`src/rtl/glyph_sprite_if.sv`:
```
// +--------------------------------------------------------------------------+
// | glyph_sprite_if                                                          |
// | Per-pixel timing, shadow-register inputs and pixel outputs of the        |
// | glyph sprite renderer.                                                   |
// | Revision: 1.0                                                            |
// +--------------------------------------------------------------------------+
`default_nettype none

interface glyph_sprite_if #(
  parameter int GLYPH_W = 4
);
  logic               frame_start_in;
  logic [10:0]        hcount_in;
  logic [9:0]         vcount_in;
  logic [10:0]        x_in;
  logic [9:0]         y_in;
  logic [GLYPH_W-1:0] glyph_in;
  logic [1:0]         scale_in;
  logic [11:0]        tint_in;
  logic               enable_in;
  logic               blink_in;
  logic [11:0]        pixel_out;
  logic               hit_out;

  modport master (
    output frame_start_in, hcount_in, vcount_in, x_in, y_in, glyph_in,
           scale_in, tint_in, enable_in, blink_in,
    input  pixel_out, hit_out
  );

  modport slave (
    input  frame_start_in, hcount_in, vcount_in, x_in, y_in, glyph_in,
           scale_in, tint_in, enable_in, blink_in,
    output pixel_out, hit_out
  );
endinterface

`default_nettype wire

```
`src/rtl/glyph_sprite_renderer.sv`:
```
// +--------------------------------------------------------------------------+
// | glyph_sprite_renderer                                                    |
// | Zoomable, tinted, blinking indexed-colour glyph sprite with a fixed      |
// | three-cycle pixel latency.                                               |
// | Revision: 1.0                                                            |
// +--------------------------------------------------------------------------+
`default_nettype none

module glyph_sprite_renderer #(
  parameter int WIDTH      = 16,
  parameter int HEIGHT     = 16,
  parameter int NUM_GLYPHS = 10,
  parameter int MAX_SCALE  = 2,
  parameter int BLINK_LOG2 = 5
) (
  input  wire logic       pixel_clk_in,
  input  wire logic       rst_in,
  glyph_sprite_if.slave   bus
);

  localparam int c_GW         = $clog2(NUM_GLYPHS);
  localparam int c_GLYPH_SIZE = WIDTH * HEIGHT;
  localparam int c_AW         = $clog2(NUM_GLYPHS * WIDTH * HEIGHT);
  localparam int c_CW         = $clog2(WIDTH);
  localparam int c_RW         = $clog2(HEIGHT);

  localparam logic [c_GW:0]       c_NUM_GLYPHS = (c_GW + 1)'(NUM_GLYPHS);
  localparam logic [1:0]          c_MAX_SCALE  = 2'(MAX_SCALE);
  localparam logic [BLINK_LOG2:0] c_CTR_ONE    = (BLINK_LOG2 + 1)'(1);

  // Glyph ROM contents: every fourth column is transparent, the rest are a
  // scrambled pattern of the address so each glyph looks distinct.
  function automatic logic [7:0] f_glyph_rom(input logic [c_AW-1:0] a);
    logic [31:0] t;
    t = 32'(a);
    t = t ^ (t >> 4);
    return (a[1:0] == 2'b00) ? 8'h00 : t[7:0];
  endfunction

  // Colour map entry is {i[3:0]^5, i[7:4]^A}; only the upper nibble is displayed.
  function automatic logic [3:0] f_cmap_shade(input logic [7:0] i);
    return i[3:0] ^ 4'h5;
  endfunction

  logic [10:0]       r_x;
  logic [9:0]        r_y;
  logic [c_GW-1:0]   r_glyph;
  logic [1:0]        r_scale;
  logic [11:0]       r_tint;
  logic              r_enable;
  logic              r_blink;
  logic [BLINK_LOG2:0] r_blink_ctr;

  always_ff @(posedge pixel_clk_in) begin
    if (rst_in) begin
      r_x         <= '0;
      r_y         <= '0;
      r_glyph     <= '0;
      r_scale     <= '0;
      r_tint      <= 12'hFFF;
      r_enable    <= 1'b0;
      r_blink     <= 1'b0;
      r_blink_ctr <= '0;
    end else if (bus.frame_start_in) begin
      r_x         <= bus.x_in;
      r_y         <= bus.y_in;
      r_glyph     <= bus.glyph_in;
      r_scale     <= bus.scale_in;
      r_tint      <= bus.tint_in;
      r_enable    <= bus.enable_in;
      r_blink     <= bus.blink_in;
      r_blink_ctr <= r_blink_ctr + c_CTR_ONE;
    end
  end

  logic [1:0]      w_scale;
  logic [11:0]     w_x_end;
  logic [10:0]     w_y_end;
  logic [10:0]     w_dx;
  logic [9:0]      w_dy;
  logic [c_CW-1:0] w_col;
  logic [c_RW-1:0] w_row;
  logic            w_glyph_ok;
  logic            w_hit;
  logic            w_qual;
  logic [c_AW-1:0] w_addr;

  // Extents are one bit wider than the coordinates so a sprite near the
  // right/bottom edge never wraps back to column/row 0.
  always_comb begin
    w_scale    = (r_scale > c_MAX_SCALE) ? c_MAX_SCALE : r_scale;
    w_x_end    = {1'b0, r_x} + (12'(WIDTH) << w_scale);
    w_y_end    = {1'b0, r_y} + (11'(HEIGHT) << w_scale);
    w_dx       = bus.hcount_in - r_x;
    w_dy       = bus.vcount_in - r_y;
    w_col      = c_CW'(w_dx >> w_scale);
    w_row      = c_RW'(w_dy >> w_scale);
    w_glyph_ok = ({1'b0, r_glyph} < c_NUM_GLYPHS);
    w_hit      = ({1'b0, bus.hcount_in} >= {1'b0, r_x}) &&
                 ({1'b0, bus.hcount_in} <  w_x_end) &&
                 ({1'b0, bus.vcount_in} >= {1'b0, r_y}) &&
                 ({1'b0, bus.vcount_in} <  w_y_end);
    w_qual     = w_hit && r_enable && w_glyph_ok &&
                 !(r_blink && r_blink_ctr[BLINK_LOG2]);
    w_addr     = '0;
    if (w_glyph_ok) begin
      w_addr = c_AW'(r_glyph) * c_AW'(c_GLYPH_SIZE) +
               c_AW'(w_row) * c_AW'(WIDTH) + c_AW'(w_col);
    end
  end

  logic        r_q1;
  logic [7:0]  r_index;
  logic [11:0] r_tint1;
  logic        r_opaque;
  logic [3:0]  r_shade;
  logic [11:0] r_tint2;
  logic [11:0] r_pixel;
  logic        r_hit;

  // Tint rides along with the data so a frame_start mid-pipeline cannot
  // recolour pixels already in flight.
  always_ff @(posedge pixel_clk_in) begin
    r_index <= f_glyph_rom(w_addr);
    r_tint1 <= r_tint;
    r_shade <= f_cmap_shade(r_index);
    r_tint2 <= r_tint1;
    if (rst_in) begin
      r_q1     <= 1'b0;
      r_opaque <= 1'b0;
      r_pixel  <= '0;
      r_hit    <= 1'b0;
    end else begin
      r_q1     <= w_qual;
      r_opaque <= r_q1 && (r_index != 8'h00);
      r_pixel  <= r_opaque ? ({r_shade, r_shade, r_shade} & r_tint2) : 12'h000;
      r_hit    <= r_opaque;
    end
  end

  assign bus.pixel_out = r_pixel;
  assign bus.hit_out   = r_hit;

endmodule

`default_nettype wire

```
`src/flat_wrapper.sv`:
```
// flat-port wrapper written by rule: the top's interface ports become plain ports
module glyph_sprite_renderer_flat 
#(
  parameter int WIDTH      = 16,
  parameter int HEIGHT     = 16,
  parameter int NUM_GLYPHS = 10,
  parameter int MAX_SCALE  = 2,
  parameter int BLINK_LOG2 = 5
)
  (pixel_clk_in, rst_in, bus_frame_start_in, bus_hcount_in, bus_vcount_in, bus_x_in, bus_y_in, bus_glyph_in, bus_scale_in, bus_tint_in, bus_enable_in, bus_blink_in, bus_pixel_out, bus_hit_out);
  glyph_sprite_if #(.GLYPH_W(4)) bus_i ();
  input  wire logic pixel_clk_in;
  input  wire logic rst_in;
  input wire logic [$bits(bus_i.frame_start_in)-1:0] bus_frame_start_in;
  input wire logic [$bits(bus_i.hcount_in)-1:0] bus_hcount_in;
  input wire logic [$bits(bus_i.vcount_in)-1:0] bus_vcount_in;
  input wire logic [$bits(bus_i.x_in)-1:0] bus_x_in;
  input wire logic [$bits(bus_i.y_in)-1:0] bus_y_in;
  input wire logic [$bits(bus_i.glyph_in)-1:0] bus_glyph_in;
  input wire logic [$bits(bus_i.scale_in)-1:0] bus_scale_in;
  input wire logic [$bits(bus_i.tint_in)-1:0] bus_tint_in;
  input wire logic [$bits(bus_i.enable_in)-1:0] bus_enable_in;
  input wire logic [$bits(bus_i.blink_in)-1:0] bus_blink_in;
  output wire logic [$bits(bus_i.pixel_out)-1:0] bus_pixel_out;
  output wire logic [$bits(bus_i.hit_out)-1:0] bus_hit_out;
  assign bus_i.frame_start_in = bus_frame_start_in;
  assign bus_i.hcount_in = bus_hcount_in;
  assign bus_i.vcount_in = bus_vcount_in;
  assign bus_i.x_in = bus_x_in;
  assign bus_i.y_in = bus_y_in;
  assign bus_i.glyph_in = bus_glyph_in;
  assign bus_i.scale_in = bus_scale_in;
  assign bus_i.tint_in = bus_tint_in;
  assign bus_i.enable_in = bus_enable_in;
  assign bus_i.blink_in = bus_blink_in;
  assign bus_pixel_out = bus_i.pixel_out;
  assign bus_hit_out = bus_i.hit_out;
  glyph_sprite_renderer #(.WIDTH(WIDTH), .HEIGHT(HEIGHT), .NUM_GLYPHS(NUM_GLYPHS), .MAX_SCALE(MAX_SCALE), .BLINK_LOG2(BLINK_LOG2)) u_core (.pixel_clk_in(pixel_clk_in), .rst_in(rst_in), .bus(bus_i));
endmodule
```
`config.mk`:
```
export PLATFORM = sky130hd
export DESIGN_NAME = glyph_sprite_renderer_flat
export DESIGN_NICKNAME = d
export VERILOG_FILES = /design/src/rtl/glyph_sprite_if.sv /design/src/rtl/glyph_sprite_renderer.sv /design/src/flat_wrapper.sv
export SDC_FILE = /design/constraint.sdc
export NUM_CORES = 1
export LEC_CHECK = 0
export ABC_AREA = 1
export CORE_ASPECT_RATIO = 2
export CORE_UTILIZATION = 48
export CTS_BUF_LIST = sky130_fd_sc_hd__clkbuf_16
export CTS_CLUSTER_SIZE = 28
export DETAILED_ROUTE_END_ITERATION = 10
export HOLD_SLACK_MARGIN = 0.06
export PLACE_DENSITY = 0.82
export SLEW_MARGIN = 20
export SYNTH_ARGS = -nofsm -noshare
export SYNTH_HDL_FRONTEND = slang
export SYNTH_SLANG_ARGS = --single-unit
```
`constraint.sdc`:
```
create_clock -name pixel_clk_in -period 2.4 [get_ports pixel_clk_in]
set_input_delay 0.24 -clock pixel_clk_in [delete_from_list [all_inputs] [get_ports pixel_clk_in]]
set_output_delay 0.24 -clock pixel_clk_in [all_outputs]
set_load 0.005 [all_outputs]
```
Yosys cells after proc, flatten, opt, wreduce, memory -nomap -nowiden
Cells that the tools add are included.
{"block": "classes", "add_sub_neg": 7, "order_cmp": 6, "shift": 4, "muxes": 2, "bitwise": 4, "n_reduce_logical": 12}
{"cell": "adder 11 x 12 -> 12 bit", "count": 1}
{"cell": "adder 12 x 4 -> 12 bit", "count": 1}
{"cell": "adder 12 x 8 -> 12 bit", "count": 1}
{"cell": "bitwise AND 12 bit", "count": 1}
{"cell": "< comparator 11 x 12 -> 1 bit", "count": 1}
{"cell": "2-to-1 mux 12 bit", "count": 1}
{"cell": "<< shifter 5 x 2 -> 12 bit, first input constant", "count": 1}
{"cell": "adder 10 x 11 -> 11 bit", "count": 1}
{"cell": ">= comparator 11 bit", "count": 1}
{"cell": "< comparator 10 x 11 -> 1 bit", "count": 1}
{"cell": "<< shifter 5 x 2 -> 11 bit, first input constant", "count": 1}
{"cell": "right shift 11 x 2 -> 4 bit", "count": 1}
{"cell": "subtractor 11 bit", "count": 1}
{"cell": ">= comparator 10 bit", "count": 1}
{"cell": "right shift 10 x 2 -> 4 bit", "count": 1}
{"cell": "subtractor 10 bit", "count": 1}
{"cell": "logical AND 1 bit", "count": 8}
{"cell": "nonzero test 8 bit", "count": 1}
{"cell": "XOR 8 bit", "count": 1}
{"cell": "adder 6 x 1 -> 6 bit, second input constant", "count": 1}
{"cell": "< comparator 4 bit, second input constant", "count": 1}
{"cell": "greater-than comparator 2 bit, second input constant", "count": 1}
{"cell": "zero test 2 bit", "count": 1}
{"cell": "2-to-1 mux 2 bit", "count": 1}
{"cell": "4 further kinds", "count": 4}
{"block": "totals", "reg_bits": 98, "input_bits": 65, "output_inout_bits": 13, "wordCells": 51}

Logic depth before layout (Yosys ltp)
{"block": "logic_depth", "ltp_word": 11, "mapped_depth": 22, "mapped_depth_nobuf": 21}

Worst setup path before layout
OpenSTA, ideal clock, no wires.
{"block": "synth_path", "path_type": "register -> register", "from": "reg u_core.r_scale[1]", "to": "reg u_core.r_q1", "setup_time_ps": 64, "arrival_time_ps": 2258, "t_required_ps": 2336, "path_slack_ps": 78, "stages_incl_launch_ff": 18, "path_buffers": 1, "synth_period_minus_slack_ps": 2322, "path_cell_list": "dfxtp_1 buf_6 nor2_1 ha_1 ha_1 inv_1 nand2_2 a31oi_1 xor2_1 ha_1 a21o_1 nand4_1 nand2_1 inv_1 nand2_1 nor2_1 nand3_1 nor2_1"}
{"block": "synth_between", "elab_chain_len": 11, "elab_cells_between_ends": 14, "cone_classes": "add/sub (2); order compare (3); shift (2); mux (1); reduce/logical (6)"}
{"item": "start: declaration", "line": "glyph_sprite_renderer.sv:48", "rtl": "logic [1:0] r_scale;"}
{"item": "start signal: assignment", "line": "glyph_sprite_renderer.sv:68", "rtl": "r_scale <= bus.scale_in;"}
{"item": "greater-than comparator 2 bit", "line": "glyph_sprite_renderer.sv:91", "rtl": "w_scale = (r_scale > c_MAX_SCALE) ? c_MAX_SCALE : r_scale;"}
{"item": "2-to-1 mux 2 bit *", "line": "glyph_sprite_renderer.sv:91"}
{"item": "<< shifter 5 x 2 -> 12 bit", "line": "glyph_sprite_renderer.sv:92", "rtl": "w_x_end = {1'b0, r_x} + (12'(WIDTH) << w_scale);"}
{"item": "adder 11 x 12 -> 12 bit", "line": "glyph_sprite_renderer.sv:92"}
{"item": "< comparator 11 x 12 -> 1 bit", "line": "glyph_sprite_renderer.sv:100", "rtl": "({1'b0, bus.hcount_in} < w_x_end) &&"}
{"item": "logical AND 1 bit", "line": "glyph_sprite_renderer.sv:99", "rtl": "w_hit = ({1'b0, bus.hcount_in} >= {1'b0, r_x}) &&"}
{"item": "logical AND 1 bit", "line": "glyph_sprite_renderer.sv:100"}
{"item": "logical AND 1 bit *", "line": "glyph_sprite_renderer.sv:101", "rtl": "({1'b0, bus.vcount_in} >= {1'b0, r_y}) &&"}
{"item": "logical AND 1 bit * (3 in a row)", "line": "glyph_sprite_renderer.sv:103", "rtl": "w_qual = w_hit && r_enable && w_glyph_ok &&"}
{"item": "end signal: assignment", "line": "glyph_sprite_renderer.sv:134", "rtl": "r_q1 <= w_qual;"}
{"item": "end: declaration", "line": "glyph_sprite_renderer.sv:112", "rtl": "logic r_q1;"}
Every way passes the cells marked *; elsewhere a longest branch is shown, timed or not.
A chain may end at the register's enable or synchronous reset.

Worst setup path after layout
Ends and elaborated chain as after synthesis.

==> metrics.csv <==
stage,metric,value,unit
sta,upper clock frequency limit,413,MHz
min_path,Hold WC Path Type,register to register,
layout,layout net count,833,
layout,area delta synth->final,31.5,%
routing,initial drt markers,165,
sta,worst clock skew,0.00732,ns
layout,layout cells sized above 1,0.115,
global_routing,initial antenna violation count,0,
global_routing,pin count of the biggest net entering global routing,67,
sta,max-slew violations,0,
global_routing,global-route wire length before repair,19.0,mm
worst_setup_path,Critical Path RT,2.68,ns
routing,1st-pass router iterations,4,
power,Cell Pwr Density,678,nW/µm²
layout,FILL cells,831,
yosys,largest family of logic cells by synthesized area,simple AND/OR/NAND/NOR gates,
power,Pint,2930,µW
worst_setup_path,Worst EP arrival,2.71,ns
die,I/O pin cnt,78,
power,switching pwr,1310,µW
job,Max-Cap Viols,0,
worst_setup_path,worst reg2reg path depth,19,
worst_setup_path,"Max FO, Critical Path",5,
worst_setup_path,Crit Path Class,register to register,
power,clock group share of total power,0.338,
die,Site Rows,51,
worst_setup_path,crit end category,register,
yosys,Yosys reg bits,98,
yosys,mux cell area share after synthesis,0,
yosys,Syn Area/Cell,7.62,µm²
placement,hpwl dp,9.00,mm
die,die area,10300,µm²
sta,Period minus WS final,2.42,ns
power,P_leak,0.00291,µW
yosys,Yosys warning count,0,
routing,DR vias,4441,
die,Starting Density,0.490,
power,Total Power,4240,µW
sta,final worst slack,-0.0218,ns
sta,worst hold slack,0.329,ns
yosys,Synth cell types,38,
placement,Final GP Congestion,0.939,
outcome,failing checks,negative setup slack,
die,Die Wd,72.4,µm
clocking,worst-skew pair later-pin latency,0.35,ns
clocking,CTS tree,yes,
yosys,sequential fraction of the synthesis area,0.413,
outcome,status,"complete, but fails checks",
yosys,simple-gate portion of the synthesized area,0.244,
sta,Fin. Hold Viols,0,
power,Combinational Power Share,0.224,
placement,Setup WS pre-CTS,-0.118,ns
routing,"antenna viol nets, final",0,
yosys,xor-xnor portion of the synthesized cell area,0.0184,
power,Sequential Power Share,0.438,
global_routing,gr usage total,0.240,
layout,antenna diode count,0,
sta,unrepaired setup endpoints after global routing,true,
clocking,CTS max path bufs,2,
clocking,CTS Sinks,98,
yosys,Mapped Cells,624,
routing,vias per cell,5.16,
die,Die H,143,µm
routing,drc violations,0,
sta,final period utilization,1.01,
worst_setup_path,Startpoint Class,register,
clocking,total CTS buffers,9,
yosys,adder-cell share of the synthesized area,0.122,
global_routing,gr ovfl total,0,
clocking,Root Buffer,clkbuf_16,
min_path,hold path depth,0,
sta,Final Setup Violations,1,
die,placeable core area,9700,µm²
global_routing,number of global-route vias before repair,4390,
placement,I/O Buffers,77,
yosys,Mapped Area,4760,µm²
power,Sw Ratio,0.309,
clocking,"Clk pin slew, worst setup/hold paths",0.07,ns
routing,WL final,11.9,mm
yosys,Compound-Gate Fraction of Synth Area,0.126,
routing,WL/cell,13.9,µm
clocking,H-tree levels,3,
power,Peak VDD IR,0.000393,V
## layout make-up
class,instances,area [µm²],share of cell area
inverter,80,303,0.0484
multi-input combinational,431,2520,0.403
timing repair buffer,103,993,0.159
sequential,98,1970,0.314
clock buffer,9,225,0.0360
tap,132,165,0.0264
clock inverter,7,78.8,0.0126
## stage by stage
stage / instances / util / instance area (µm²) / setup TNS (ns)
after floorplan: 625 / - / 4760 / 0
after global placement: 837 / 0.596 / 5780 / -0.0243
after detailed placement: 837 / 0.596 / 5780 / -0.118
after CTS: 860 / 0.640 / 6210 / -0.0103
after global routing: 860 / 0.645 / 6260 / -0.177
final: 860 / 0.645 / 6260 / -0.0218
## power groups by stage
stage | Sequential [µW] | Combinational (µW) | Clock, µW
floorplan | 1870 | 593 | 0
detailed placement | 1890 | 891 | 0
global route | 1880 | 1070 | 1510
global placement | 1890 | 866 | 0
finish | 1860 | 950 | 1430
CTS | 1860 | 925 | 1450
## per-layer routing
layer,wire length [µm],global-route usage,vias up
met5,0,0,-
met4,599,0.160,0
met3,368,0.0360,41
met2,6760,0.469,134
met1,4180,0.215,2039
li1,-,-,2227
## cells in the mapped netlist (all sizes together)
master | number | area (µm²)
nor4b | 1 | 8.76
and3 | 1 | 6.26
a21boi | 1 | 7.51
a21o | 2 | 15.0
nand3 | 42 | 210
nor2 | 59 | 238
o211ai | 2 | 15.0
nor3b | 1 | 7.51
clkinv | 1 | 3.75
xor2 | 10 | 87.6
fa | 2 | 40.0
nand3b | 3 | 22.5
o21ai | 46 | 245
nor3 | 6 | 30.0
nand2 | 144 | 561
nor4 | 2 | 12.5
conb | 1 | 3.75
a211oi | 1 | 7.51
o21bai | 2 | 18.8
o2111ai | 1 | 8.76
nand4 | 10 | 62.6
dfxtp | 98 | 1960
buf | 1 | 11.3
inv | 79 | 297
a21oi | 48 | 259
ha | 43 | 538
o221ai | 1 | 15.0
clkbuf | 15 | 56.3
a31oi | 1 | 6.26
## what timing repair did
action,4_1_cts,5_1_grt
resized for setup,20,16
setup endpoints to repair,1,1
buffers inserted,9,0
hold buffers,0,0
pin swaps,21,21
## state kept, by name, indices dropped and copies added, names as in the netlist
name and count:
u_core.r_q1 1, u_core.r_scale 2, u_core.r_tint1 12, u_core.r_blink_ctr 6
u_core.bus.pixel_out 12, u_core.r_tint2 12, u_core.r_glyph 4, u_core.r_enable 1
u_core.r_index 8, u_core.r_y 10, u_core.bus.hit_out 1, u_core.r_shade 4
u_core.r_tint 12, u_core.r_x 11, u_core.r_opaque 1, u_core.r_blink 1
## final timing paths
kind                                        from                    endpoint  slack (ns)
setup / recovery  u_core.r_scale[1]$_SDFFE_PP0P_      u_core.r_q1$_SDFF_PP0_       -0.02
hold / removal        u_core.r_tint1[11]$_DFF_P_  u_core.r_tint2[11]$_DFF_P_        0.33
setup reg to reg  u_core.r_scale[1]$_SDFFE_PP0P_      u_core.r_q1$_SDFF_PP0_       -0.02
hold reg to reg       u_core.r_tint1[11]$_DFF_P_  u_core.r_tint2[11]$_DFF_P_        0.33
## cell families (layout without fill, tap and decap cells)
family                   after synthesis  in the layout
other                                  1              2
XOR/XNOR                              10             10
adder cells (fa/ha/maj)               45             45
buffers and inverters                 96            199
AND/OR/NAND/NOR                      269            269
AO/OA/AOI/OAI                        105            105
flip-flops                            98             98
## critical path, stage by stage (launching register included)
cell	delay (ns)
dfxtp_4	0.37
buf_6	0.13
nor2_8	0.13
nand2_4	0.05
nand2_2	0.07
inv_2	0.04
ha_4	0.14
inv_2	0.04
nand2_2	0.04
a31oi_1	0.20
xor2_1	0.17
ha_1	0.26
a21o_1	0.19
nand4_1	0.06
nand2_1	0.06
inv_1	0.05
nand2_1	0.05
nor2_2	0.11
nand3_1	0.08
nor2_1	0.08
## layout by cell type, fill, tap and decap left out, types with 9 or more instances in the layout
cell	netlist	layout
a21oi_1	45	43
buf_4	0	21
clkbuf_16	0	9
clkdlybuf4s50_1	0	77
dfxtp_1	98	96
ha_1	43	39
inv_1	77	72
nand2_1	138	133
nand3_1	42	42
nand4_1	10	10
nor2_1	58	54
o21ai_0	38	37
xor2_1	10	10
Power figures use the tool's default switching activity.
